### src/rtl/if_stage.sv
// rtl/if_stage.sv - instruction fetch stage with PC, fetch handshake and IF/ID register
module if_stage #(
    parameter logic [31:0] RESET_PC = 32'h0000_0000
) (
    input  logic        clk,
    input  logic        nrst,
    input  logic        i_IF_ctrl_Stall,
    input  logic        i_IF_ctrl_Redirect,
    input  logic [31:0] i_IF_data_RedirectPC,
    output logic        o_IF_mem_Req,
    output logic [31:0] o_IF_mem_Addr,
    input  logic        i_IF_mem_Ready,
    input  logic [31:0] i_IF_mem_Data,
    output logic [31:0] o_ID_data_instruction,
    output logic [31:0] o_EX_data_PCNext,
    output logic        o_ID_valid
);

    typedef enum logic [1:0] {
        ST_FETCH = 2'd0,
        ST_WAIT  = 2'd1,
        ST_DRAIN = 2'd2
    } state_t;

    state_t      state;
    logic [31:0] pc;
    logic [31:0] pending_pc;
    logic [31:0] pc_plus4;
    logic [31:0] redirect_target;
    logic        xfer;

    // Request is raised whenever the stage is out of reset; it drops with reset
    // so an outstanding fetch is simply abandoned.
    assign o_IF_mem_Req    = nrst;
    assign o_IF_mem_Addr   = pc;
    assign xfer            = o_IF_mem_Req & i_IF_mem_Ready;
    assign pc_plus4        = pc + 32'd4;
    assign redirect_target = {i_IF_data_RedirectPC[31:2], 2'b00};

    // Fetch state machine, PC, pending redirect target and IF/ID register.
    always_ff @(posedge clk or negedge nrst) begin
        if (!nrst) begin
            state                 <= ST_FETCH;
            pc                    <= {RESET_PC[31:2], 2'b00};
            pending_pc            <= 32'h0;
            o_ID_data_instruction <= 32'h0;
            o_EX_data_PCNext      <= 32'h0;
            o_ID_valid            <= 1'b0;
        end else begin
            case (state)
                ST_FETCH, ST_WAIT: begin
                    if (xfer) begin
                        state <= ST_FETCH;
                        if (i_IF_ctrl_Redirect) begin
                            // Wrong-path instruction in ID: squash it even under stall.
                            pc                    <= redirect_target;
                            o_ID_data_instruction <= 32'h0;
                            o_EX_data_PCNext      <= 32'h0;
                            o_ID_valid            <= 1'b0;
                        end else if (!i_IF_ctrl_Stall) begin
                            pc                    <= pc_plus4;
                            o_ID_data_instruction <= i_IF_mem_Data;
                            o_EX_data_PCNext      <= pc_plus4;
                            o_ID_valid            <= 1'b1;
                        end
                        // Stall with data: word dropped, same PC refetched.
                    end else begin
                        if (i_IF_ctrl_Redirect) begin
                            // Fetch still in flight at the old PC; keep Addr stable
                            // and remember where to go once it returns.
                            state                 <= ST_DRAIN;
                            pending_pc            <= redirect_target;
                            o_ID_data_instruction <= 32'h0;
                            o_EX_data_PCNext      <= 32'h0;
                            o_ID_valid            <= 1'b0;
                        end else begin
                            state <= ST_WAIT;
                            if (!i_IF_ctrl_Stall) begin
                                o_ID_data_instruction <= 32'h0;
                                o_EX_data_PCNext      <= 32'h0;
                                o_ID_valid            <= 1'b0;
                            end
                        end
                    end
                end

                ST_DRAIN: begin
                    if (xfer) begin
                        // Stale data discarded; a redirect arriving now is the newest target.
                        state <= ST_FETCH;
                        pc    <= i_IF_ctrl_Redirect ? redirect_target : pending_pc;
                    end else if (i_IF_ctrl_Redirect) begin
                        pending_pc <= redirect_target;
                    end
                    if (i_IF_ctrl_Redirect || !i_IF_ctrl_Stall) begin
                        o_ID_data_instruction <= 32'h0;
                        o_EX_data_PCNext      <= 32'h0;
                        o_ID_valid            <= 1'b0;
                    end
                end

                default: begin
                    state <= ST_FETCH;
                end
            endcase
        end
    end

endmodule
### config.mk
export PLATFORM = sky130hd
export DESIGN_NAME = if_stage
export DESIGN_NICKNAME = d
export VERILOG_FILES = /design/src/rtl/if_stage.sv
export SDC_FILE = /design/constraint.sdc
export NUM_CORES = 1
export LEC_CHECK = 0
export BUFFER_PORTS_ARGS = -buffer_cell sky130_fd_sc_hd__buf_2
export CORE_MARGIN = 1
export CORE_UTILIZATION = 57
export CTS_CLUSTER_SIZE = 8
export DETAILED_ROUTE_END_ITERATION = 10
export PLACE_DENSITY = 0.86
export SYNTH_ARGS = -nofsm -noshare
export SYNTH_HDL_FRONTEND = slang
export SYNTH_SLANG_ARGS = --single-unit
### constraint.sdc
create_clock -name clk -period 3.77 [get_ports clk]
set_input_delay 0.754 -clock clk [delete_from_list [all_inputs] [get_ports clk]]
set_output_delay 0.754 -clock clk [all_outputs]
set_load 0.02 [all_outputs]
=== Word-level counts from Yosys, hierarchy flattened ===
Cells that the tools add are included.

* Add/sub/neg operators: 1
* $mul: 0
* Div/mod/pow operators: 0
* Order comparisons: 0
* Eq/ne operators: 6
* Shift operators: 0
* Mux-type cells: 27
* Bitwise gates (word level): 2
* Reduce and logical (&&, ||, !) cells: 9

{| class="wikitable"
|+ Operator list
! operator !! count
|-
| 32-bit two-way mux || 13
|-
| 32-bit case mux with 2 select lines || 3
|-
| 32-bit by 3-bit adder with 32-bit output, second input constant || 1
|-
| 1-bit two-way mux || 6
|-
| 2-bit two-way mux || 3
|-
| 2-bit inequality test, second input constant || 3
|-
| 2-bit case mux with 2 select lines || 1
|-
| 4-bit AND reduction || 1
|-
| 3-bit inequality test, second input constant || 1
|-
| 3-bit AND reduction || 1
|-
| 3-bit OR reduction || 1
|-
| 2-bit by 1-bit equality test with 1-bit output, second input constant || 1
|-
| 2-bit equality test, second input constant || 1
|-
| 2-bit logical NOT || 1
|-
| 1-bit case mux with 2 select lines || 1
|-
| 2-bit AND reduction || 1
|-
| 2-bit nonzero test || 1
|-
| 2-bit OR reduction || 1
|-
| 1-bit bitwise AND || 1
|-
| 1-bit logical NOT || 1
|-
| 1-bit logical OR || 1
|-
| 1-bit inverter || 1
|}

* Register bits after elaboration: 131
* Bits in latches: 0
* Memory bits (writable): 0
* ROM bits: 0
* Input bits: 69
* Output and inout bits: 98
* Logic and storage cells: 51
* Memories kept: 0

=== Longest topological paths before layout ===
Gate-level depths: netlist (run 1).

* Depth after elaboration: 5
* Gate-level depth with buffers: 7

=== Worst setup path after synthesis (run 1) ===
No wires, ideal clock.

* Path kind: register to register
* Start: register pc[9] (netlist: o_IF_mem_Addr[9])
* End: register pc[26] (netlist: o_IF_mem_Addr[26])
* Library setup time: 0.129 ns
* Arrival: 1.961 ns
* Data required time: 3.641 ns
* Slack: 1.680 ns
* Cell stages (with the launch flop): 7
* Cell sequence: dfrtp_1 buf_4 nand4_2 or4_4 nor4_4 o21ai_0 o2bb2ai_1

* Cells in the longest elaborated chain, start to end: 5

{| class="wikitable"
|+ Ends and longest elaborated chain
! element !! RTL line !! text
|-
| start, declared || 26 || <nowiki>logic [31:0] pc;</nowiki>
|-
| start signal, assigned || 44 || <nowiki>pc <= {RESET_PC[31:2], 2'b00};</nowiki>
|-
| start signal, assigned || 56 || <nowiki>pc <= redirect_target;</nowiki>
|-
| start signal, assigned || 61 || <nowiki>pc <= pc_plus4;</nowiki>
|-
| 32-bit by 3-bit adder with 32-bit output || 37 || <nowiki>assign pc_plus4 = pc + 32'd4;</nowiki>
|-
| 32-bit two-way mux || 60 || <nowiki>end else if (!i_IF_ctrl_Stall) begin</nowiki>
|-
| 32-bit two-way mux || 54 || <nowiki>if (i_IF_ctrl_Redirect) begin</nowiki>
|-
| 32-bit two-way mux || 52 || <nowiki>if (xfer) begin</nowiki>
|-
| 32-bit case mux with 2 select lines || 50 || <nowiki>case (state)</nowiki>
|}

No other way between the ends. The select of a mux whose other input is x is not followed.
A chain may end at the register's enable or synchronous reset.

=== Final worst setup path (run 1) ===
* Start: register pc[2] (netlist: o_IF_mem_Addr[2])
* End: register o_EX_data_PCNext[17]

* Cells in the longest elaborated chain, start to end: 5

{| class="wikitable"
|+ Ends and longest elaborated chain
! element !! RTL line !! text
|-
| 32-bit by 3-bit adder with 32-bit output || 37 ||
|-
| 32-bit two-way mux || 60 ||
|-
| 32-bit two-way mux || 54 ||
|-
| 32-bit two-way mux || 52 ||
|-
| 32-bit case mux with 2 select lines || 50 ||
|-
| end signal, assigned || 63 || <nowiki>o_EX_data_PCNext <= pc_plus4;</nowiki>
|-
| end, declared || 15 || <nowiki>output logic [31:0] o_EX_data_PCNext,</nowiki>
|}

No other way between the ends. The select of a mux whose other input is x is not followed.

==> results of run 1 <==
metal layers:
metal	vias to the layer above	global-route usage [%]	wire (um)
met1	2724	40.5	6660
li1	2445	-	-
met4	0	16.1	461
met2	295	51.2	8470
met5	-	0	0
met3	46	6.06	1370
registers in the layout (all words and copies together) (netlist names):
name and count:
o_EX_data_PCNext 32, o_ID_valid 1, state 2, o_ID_data_instruction 32, pending_pc 32, o_IF_mem_Addr 32
cell usage after synthesis, drive strengths merged, types with 2 or more instances:
master,n
nor4,6
nor2,35
o22ai,4
xnor2,20
nand2,68
and3,8
a221oi,8
buf,12
nand3,20
xor2,7
inv,9
o21ai,68
o311ai,5
nand4,7
a22o,39
and2,3
mux2,29
a32oi,2
a21oi,25
nor3,12
dfrtp,131
o2bb2ai,8
nand2b,2
nor3b,8
a221o,5
clkbuf,31
o31a,6
power groups by stage:
| stage | clock network (mW) | registers, mW | logic, mW |
|---|---|---|---|
| 2_1_floorplan | 0 | 1.84 | 0.408 |
| 3_3_place_gp | 0 | 1.76 | 0.768 |
| 3_5_place_dp | 0 | 1.78 | 0.795 |
| 4_1_cts | 1.79 | 1.76 | 0.807 |
| 5_1_grt | 1.85 | 1.79 | 0.873 |
| 6_report | 1.78 | 1.77 | 0.811 |
logic make-up (layout without fill, tap and decap cells):
family / after synthesis / count (layout) / synth area share (%)
AOI/OAI and AO/OA: 173 / 173 / 19.0
xor gates and xnor gates: 27 / 27 / 3.87
adders and majority gates: 1 / 1 / 0.205
buffers and inverters: 52 / 219 / 3.34
DFF: 131 / 131 / 53.7
muxes: 29 / 29 / 5.35
and+or+nand+nor: 174 / 174 / 14.6
how the worst max path moves through the flow:
stage	from	endpoint	slack, ns
2_1_floorplan	o_IF_mem_Addr[9]	o_IF_mem_Addr[26]	1.68
3_3_place_gp	i_IF_ctrl_Redirect	o_IF_mem_Addr[20]	1.01
3_5_place_dp	i_IF_ctrl_Redirect	o_IF_mem_Addr[20]	0.91
4_1_cts	o_IF_mem_Addr[2]	o_EX_data_PCNext[17]	1.40
5_1_grt	o_IF_mem_Addr[2]	o_EX_data_PCNext[17]	1.14
6_report	o_IF_mem_Addr[2]	o_EX_data_PCNext[17]	1.30
worst reg2reg max path: stages, from the launching register on:
cell     delay, ns
dfrtp_1       0.51
nand3_1       0.41
nor4_2        0.71
nand3_1       0.26
and3_1        0.25
a211o_1       0.22
area by class of cell:
cell class,count,area [um2]
clock inverters,9,176
repair buffers,179,940
multi-input cells,404,2660
fillers,704,2650
well taps,136,170
inverters,9,33.8
flip-flops and latches,131,3280
clock buffers,22,463
==> summary.txt, run 1 <==
Power and ir drop
  – PnR Total Power: 4.35 mW
  – Leakage: 3.73 nW
  – VDD IR max: 0.274 mV
  – P_sw: 1.29 mW
  – Pwr Density: 564 nW/um2
  – Switch share: 29.6%
  – Flop pwr share: 40.6%
  – Pint: 3.06 mW
  – Combinational Power Share: 18.6%
  – Clock power share: 40.8%

STA
  – Final Hold Fails: 0
  – Final setup fails: 0
  – Crit path time final: 2.47 ns
  – Slew Limit Fails: 0
  – Max Fclk: 404 MHz
  – Clk_skew: 0.0114 ns
  – Worst hold margin: 0.0220 ns
  – RSZ-0062 raised after global routing: no
  – Slew margin rel.: 33.1%
  – Final worst slack: 1.30 ns
  – Final setup TNS: 0 ns
  – Final critical-path share of the clock period: 65.6%
  – Worst-margin pin slew: 1.00 ns

Critical path
  – Startpoint types: flop
  – Critical path type: flop to flop
  – Worst reg2reg path startpoint: o_IF_mem_Addr[2]
  – Critical path data arrival time: 2.88 ns
  – Critical path cell sequence: nand3_1, nor4_2, nand3_1, and3_1, a211o_1
  – CP max-delay cell: nor4_2
  – Reg2reg setup slack: 1.30 ns
  – Cell mode on critical path: nand3_1
  – Critical path buffers and inverters: 0
  – Worst endpoint required time: 4.17 ns
  – Reg2reg end: o_EX_data_PCNext[17]
  – Critical path depth: 5
  – CP max stage delay: 0.71 ns
  – Delay-heaviest family, CP: simple AND/OR/NAND/NOR gates
  – Setup crit end kind: flop
  – Worst Reg-to-Reg Cells: 5
  – Crit Path Max Fanout: 8

Floorplanning
  – Die Width: 106 um
  – Initial core utilization: 58.9%
  – # IOs: 167
  – # rows: 37
  – Core area: 10400 um2
  – Die Span Y: 106 um
  – Die area: 11100 um2

Placement
  – I/O Buffers: 164
  – DP Area: 7080 um2
  – Cells after DPL: 859
  – Post-Place Worst Slack: 0.915 ns
  – Routability congestion estimate: 0.846
  – DPL Wire Length: 11100 um

CTS
  – CTS tree: done
  – Clock-pin slew on the worst setup and hold paths: 0.06 ns
  – Sink Count: 131
  – Skew-Pair Late Insertion Delay: 0.52 ns
  – Hold buffers post-CTS: 0
  – H-tree Lvls: 4
  – Post-CTS Setup Bufs: 0
  – Clk buf depth: 2
  – Quantity of gates resized following cts: 0
  – CTS Buf Count: 17
  – Root buffer selected by CTS: clkbuf_8

Synth
  – Async SR Flop Fraction: 100%
  – Post-synth EDFFs: 0
  – Top cell type's share of synthesized area: 53.7%
  – Synthesized instance count: 587
  – Synth top area cells: dfrtp_1 54%, a22o_1 5.6%, mux2_2 5.3%
  – Syn nets: 657
  – Yosys warns: 0
  – Synth area leader: dfrtp_1
  – Sequential area share after synthesis: 53.7%
  – Post-synthesis cell type count: 43
  – Post-synth top flop: dfrtp_1
  – Mapped Area: 6110 um2
  – FF+latch count, synth: 131
  – Syn_area_per_cell: 10.4 um2

Final layout
  – Total Nets Final: 812
  – Finished Cell Area: 7720 um2
  – Most common cell after layout, fill and taps aside: buf_2
  – Fin cells: 890
  – Share of layout cells above drive strength 1: 33.2%
  – Ant diodes: 0
  – Synthesis-to-finish area growth: 26.3%
  – Util after Layout: 74.4%
  – Most frequent cells in the layout: 163 x buf_2, 131 x dfrtp_1, 68 x nand2_1, 62 x o21ai_0, 39 x a22o_1

Global route
  – First-pass GRT wire length: 26900 um
  – Overflow after GRT: 0
  – Largest net degree at the start of global routing: 76
  – GRT Total Usage: 31.5%
  – Vias in the first global route: 5286
  – Initial antenna violation count: 0

Detailed routing
  – Post-DRT Antenna Nets: 0
  – 1st-pass router iterations: 5
  – DR vias: 5510
  – Residual DRC count: 0
  – Final WL: 17000 um
  – Via density: 6.19
  – WL/cell: 19.0 um
  – DR iter-0 viols: 552

Outcome
  – Status: complete, no violations

Worst hold path
  – Hold Path Class: input port to asynchronous set/reset pin

Run
  – Maximum Capacitance Violations: 0
No activity file was read; power rests on OpenSTA's default activity.
==> inputs of run 2 (changes only) <==
--- a/config.mk
+++ b/config.mk
@@ -7,10 +7,10 @@
 export LEC_CHECK = 0
 export BUFFER_PORTS_ARGS = -buffer_cell sky130_fd_sc_hd__buf_2
 export CORE_MARGIN = 1
-export CORE_UTILIZATION = 57
+export CORE_UTILIZATION = 53
 export CTS_CLUSTER_SIZE = 8
 export DETAILED_ROUTE_END_ITERATION = 10
-export PLACE_DENSITY = 0.86
+export PLACE_DENSITY = 0.81
 export SYNTH_ARGS = -nofsm -noshare
 export SYNTH_HDL_FRONTEND = slang
 export SYNTH_SLANG_ARGS = --single-unit
==> constraint.sdc (replaced) <==
create_clock -name clk -period 2.57 [get_ports clk]
set_input_delay 0.514 -clock clk [delete_from_list [all_inputs] [get_ports clk]]
set_output_delay 0.514 -clock clk [all_outputs]
set_load 0.02 [all_outputs]
==> summary.txt, run 2 (synthesis results as in run 1) <==
Global route
  – Largest net degree at the start of global routing: 77 (+1.3%)
  – First-pass GRT wire length: 25900 um (-3.7%)
  – Vias in the first global route: 5236 (-0.95%)
  – Initial antenna violation count: 0 (unchanged)
  – GRT Total Usage: 28.9% (-2.6 points)
  – Overflow after GRT: 0 (unchanged)

Placement
  – Post-Place Worst Slack: 0.395 ns (-0.520 ns)
  – Routability congestion estimate: 0.827 (-2.3%)
  – I/O Buffers: 164 (unchanged)
  – Cells after DPL: 869 (+1.2%)
  – DPL Wire Length: 11300 um (+2.1%)

Critical path
  – Setup crit end kind: flop
  – CP max-delay cell: nor4_2
  – Delay-heaviest family, CP: simple AND/OR/NAND/NOR gates
  – CP max stage delay: 0.56 ns (-0.15 ns)
  – Reg2reg end: o_IF_mem_Addr[16]
  – Crit Path Max Fanout: 8 (unchanged)
  – Reg2reg setup slack: 0.32 ns (-0.98 ns)
  – Critical path cell sequence: nand4_1, nor4_2, nand3_1, o31a_1, o22ai_1
  – Critical path data arrival time: 2.58 ns (-0.30 ns)
  – Critical path depth: 5 (unchanged)
  – Worst Reg-to-Reg Cells: 5 (unchanged)
  – Worst reg2reg path startpoint: o_IF_mem_Addr[5]
  – Critical path buffers and inverters: 0 (unchanged)
  – Critical path type: flop to flop
  – Startpoint types: flop
  – Worst endpoint required time: 2.90 ns (-1.27 ns)

Detailed routing
  – WL/cell: 18.6 um (-2.1%)
  – DR iter-0 viols: 356 (-36%)
  – Final WL: 16800 um (-0.88%)
  – DR vias: 5346 (-3.0%)
  – 1st-pass router iterations: 6 (+1)
  – Via density: 5.93 (-4.2%)
  – Residual DRC count: 0 (unchanged)
  – Post-DRT Antenna Nets: 0 (unchanged)

Power and ir drop
  – Leakage: 3.73 nW (about the same)
  – Pwr Density: 792 nW/um2 (+40%)
  – PnR Total Power: 6.12 mW (+41%)
  – VDD IR max: 0.364 mV (+33%)

CTS
  – Sink Count: 131 (unchanged)
  – H-tree Lvls: 4 (unchanged)
  – Quantity of gates resized following cts: 0 (unchanged)
  – Root buffer selected by CTS: clkbuf_16
  – Hold buffers post-CTS: 0 (unchanged)
  – Skew-Pair Late Insertion Delay: 0.41 ns (-0.11 ns)
  – Clk buf depth: 2 (unchanged)
  – CTS Buf Count: 17 (unchanged)
  – Clock-pin slew on the worst setup and hold paths: 0.06 ns (about the same)
  – Post-CTS Setup Bufs: 0 (unchanged)
  – CTS tree: done

Floorplanning
  – Die Span Y: 109 um (+3.6%)
  – # rows: 38 (+2.7%)
  – Die area: 12000 um2 (+7.4%)
  – Die Width: 109 um (+3.6%)
  – Core area: 11000 um2 (+6.4%)
  – # IOs: 167 (unchanged)
  – Initial core utilization: 55.4% (-3.5 points)

STA
  – Final setup fails: 0 (unchanged)
  – Slew Limit Fails: 0 (unchanged)
  – Crit path time final: 2.25 ns (-0.225 ns)
  – Slew margin rel.: 23.9% (-9.3 points)
  – Final Hold Fails: 0 (unchanged)
  – Worst-margin pin slew: 1.14 ns (+0.135 ns)
  – Clk_skew: 0.00624 ns (-0.00518 ns)
  – Final worst slack: 0.321 ns (-0.975 ns)
  – RSZ-0062 raised after global routing: no
  – Final setup TNS: 0 ns (unchanged)
  – Max Fclk: 445 MHz (+10%)
  – Final critical-path share of the clock period: 87.5% (+22 points)
  – Worst hold margin: 0.0876 ns (+0.0656 ns)

Final layout
  – Fin cells: 901 (+1.2%)
  – Share of layout cells above drive strength 1: 34.0% (+0.88 points)
  – Most common cell after layout, fill and taps aside: buf_2
  – Total Nets Final: 818 (+0.74%)
  – Ant diodes: 0 (unchanged)
  – Synthesis-to-finish area growth: 26.5%
  – Most frequent cells in the layout: 163 x buf_2, 131 x dfrtp_1, 68 x nand2_1, 62 x o21ai_0, 39 x a22o_1

Run
  – Maximum Capacitance Violations: 0 (unchanged)

Worst hold path
  – Hold Path Class: input port to asynchronous set/reset pin

Outcome
  – Status: complete, no violations
run 2: cell types whose count changed in the layout (fill, tap and decap cells not counted), sizes merged:
cell      previous run  this run
clkinvlp             1         5
clkinv               3         6
clkbuf              22        19
bufinv               5         2
buf                179       185
run 2: layout make-up:
cell class                      count  area (um2)
Inverter                            9        33.8
Fill cell                         831        3300
Tap cell                          140         175
Timing Repair Buffer              185         997
Sequential cell                   131        3280
Clock inverter                     13         135
Clock buffer                       19         453
Multi-Input combinational cell    404        2660
run 2: per-stage QoR:
step                area [um2]  util (%)
global route              7730      70.1
global placement          7140      64.7
finish                    7730      70.1
detailed placement        7140      64.7
floorplan                 6110         -
CTS                       7730      70.1
run 2: worst max path at each step:
| stage | slack [ns] | startpoint | to |
|---|---|---|---|
| after global routing | 0.12 | o_IF_mem_Addr[5] | o_IF_mem_Addr[16] |
| after detailed placement | 0.40 | o_IF_mem_Addr[2] | o_IF_mem_Addr[16] |
| final | 0.32 | o_IF_mem_Addr[5] | o_IF_mem_Addr[16] |
| after global placement | 0.42 | o_IF_mem_Addr[5] | o_IF_mem_Addr[16] |
| after floorplan | 0.48 | o_IF_mem_Addr[9] | o_IF_mem_Addr[26] |
| after CTS | 0.36 | o_IF_mem_Addr[5] | o_IF_mem_Addr[16] |
run 2: layer usage:
metal  routed length, um  vias up  track usage, %
met1                6850     2561            35.7
met3                1430       37            7.82
met2                8140      294            47.9
met5                   0        -               0
li1                    -     2454               -
met4                 388        0            12.3
run 2: where the power goes:
part           leakage [nW]  internal, mW  switching (mW)
sequential             1.70          2.29           0.287
clock                 0.277          1.47           0.892
combinational          1.76         0.464           0.717
total                  3.73          4.23            1.90
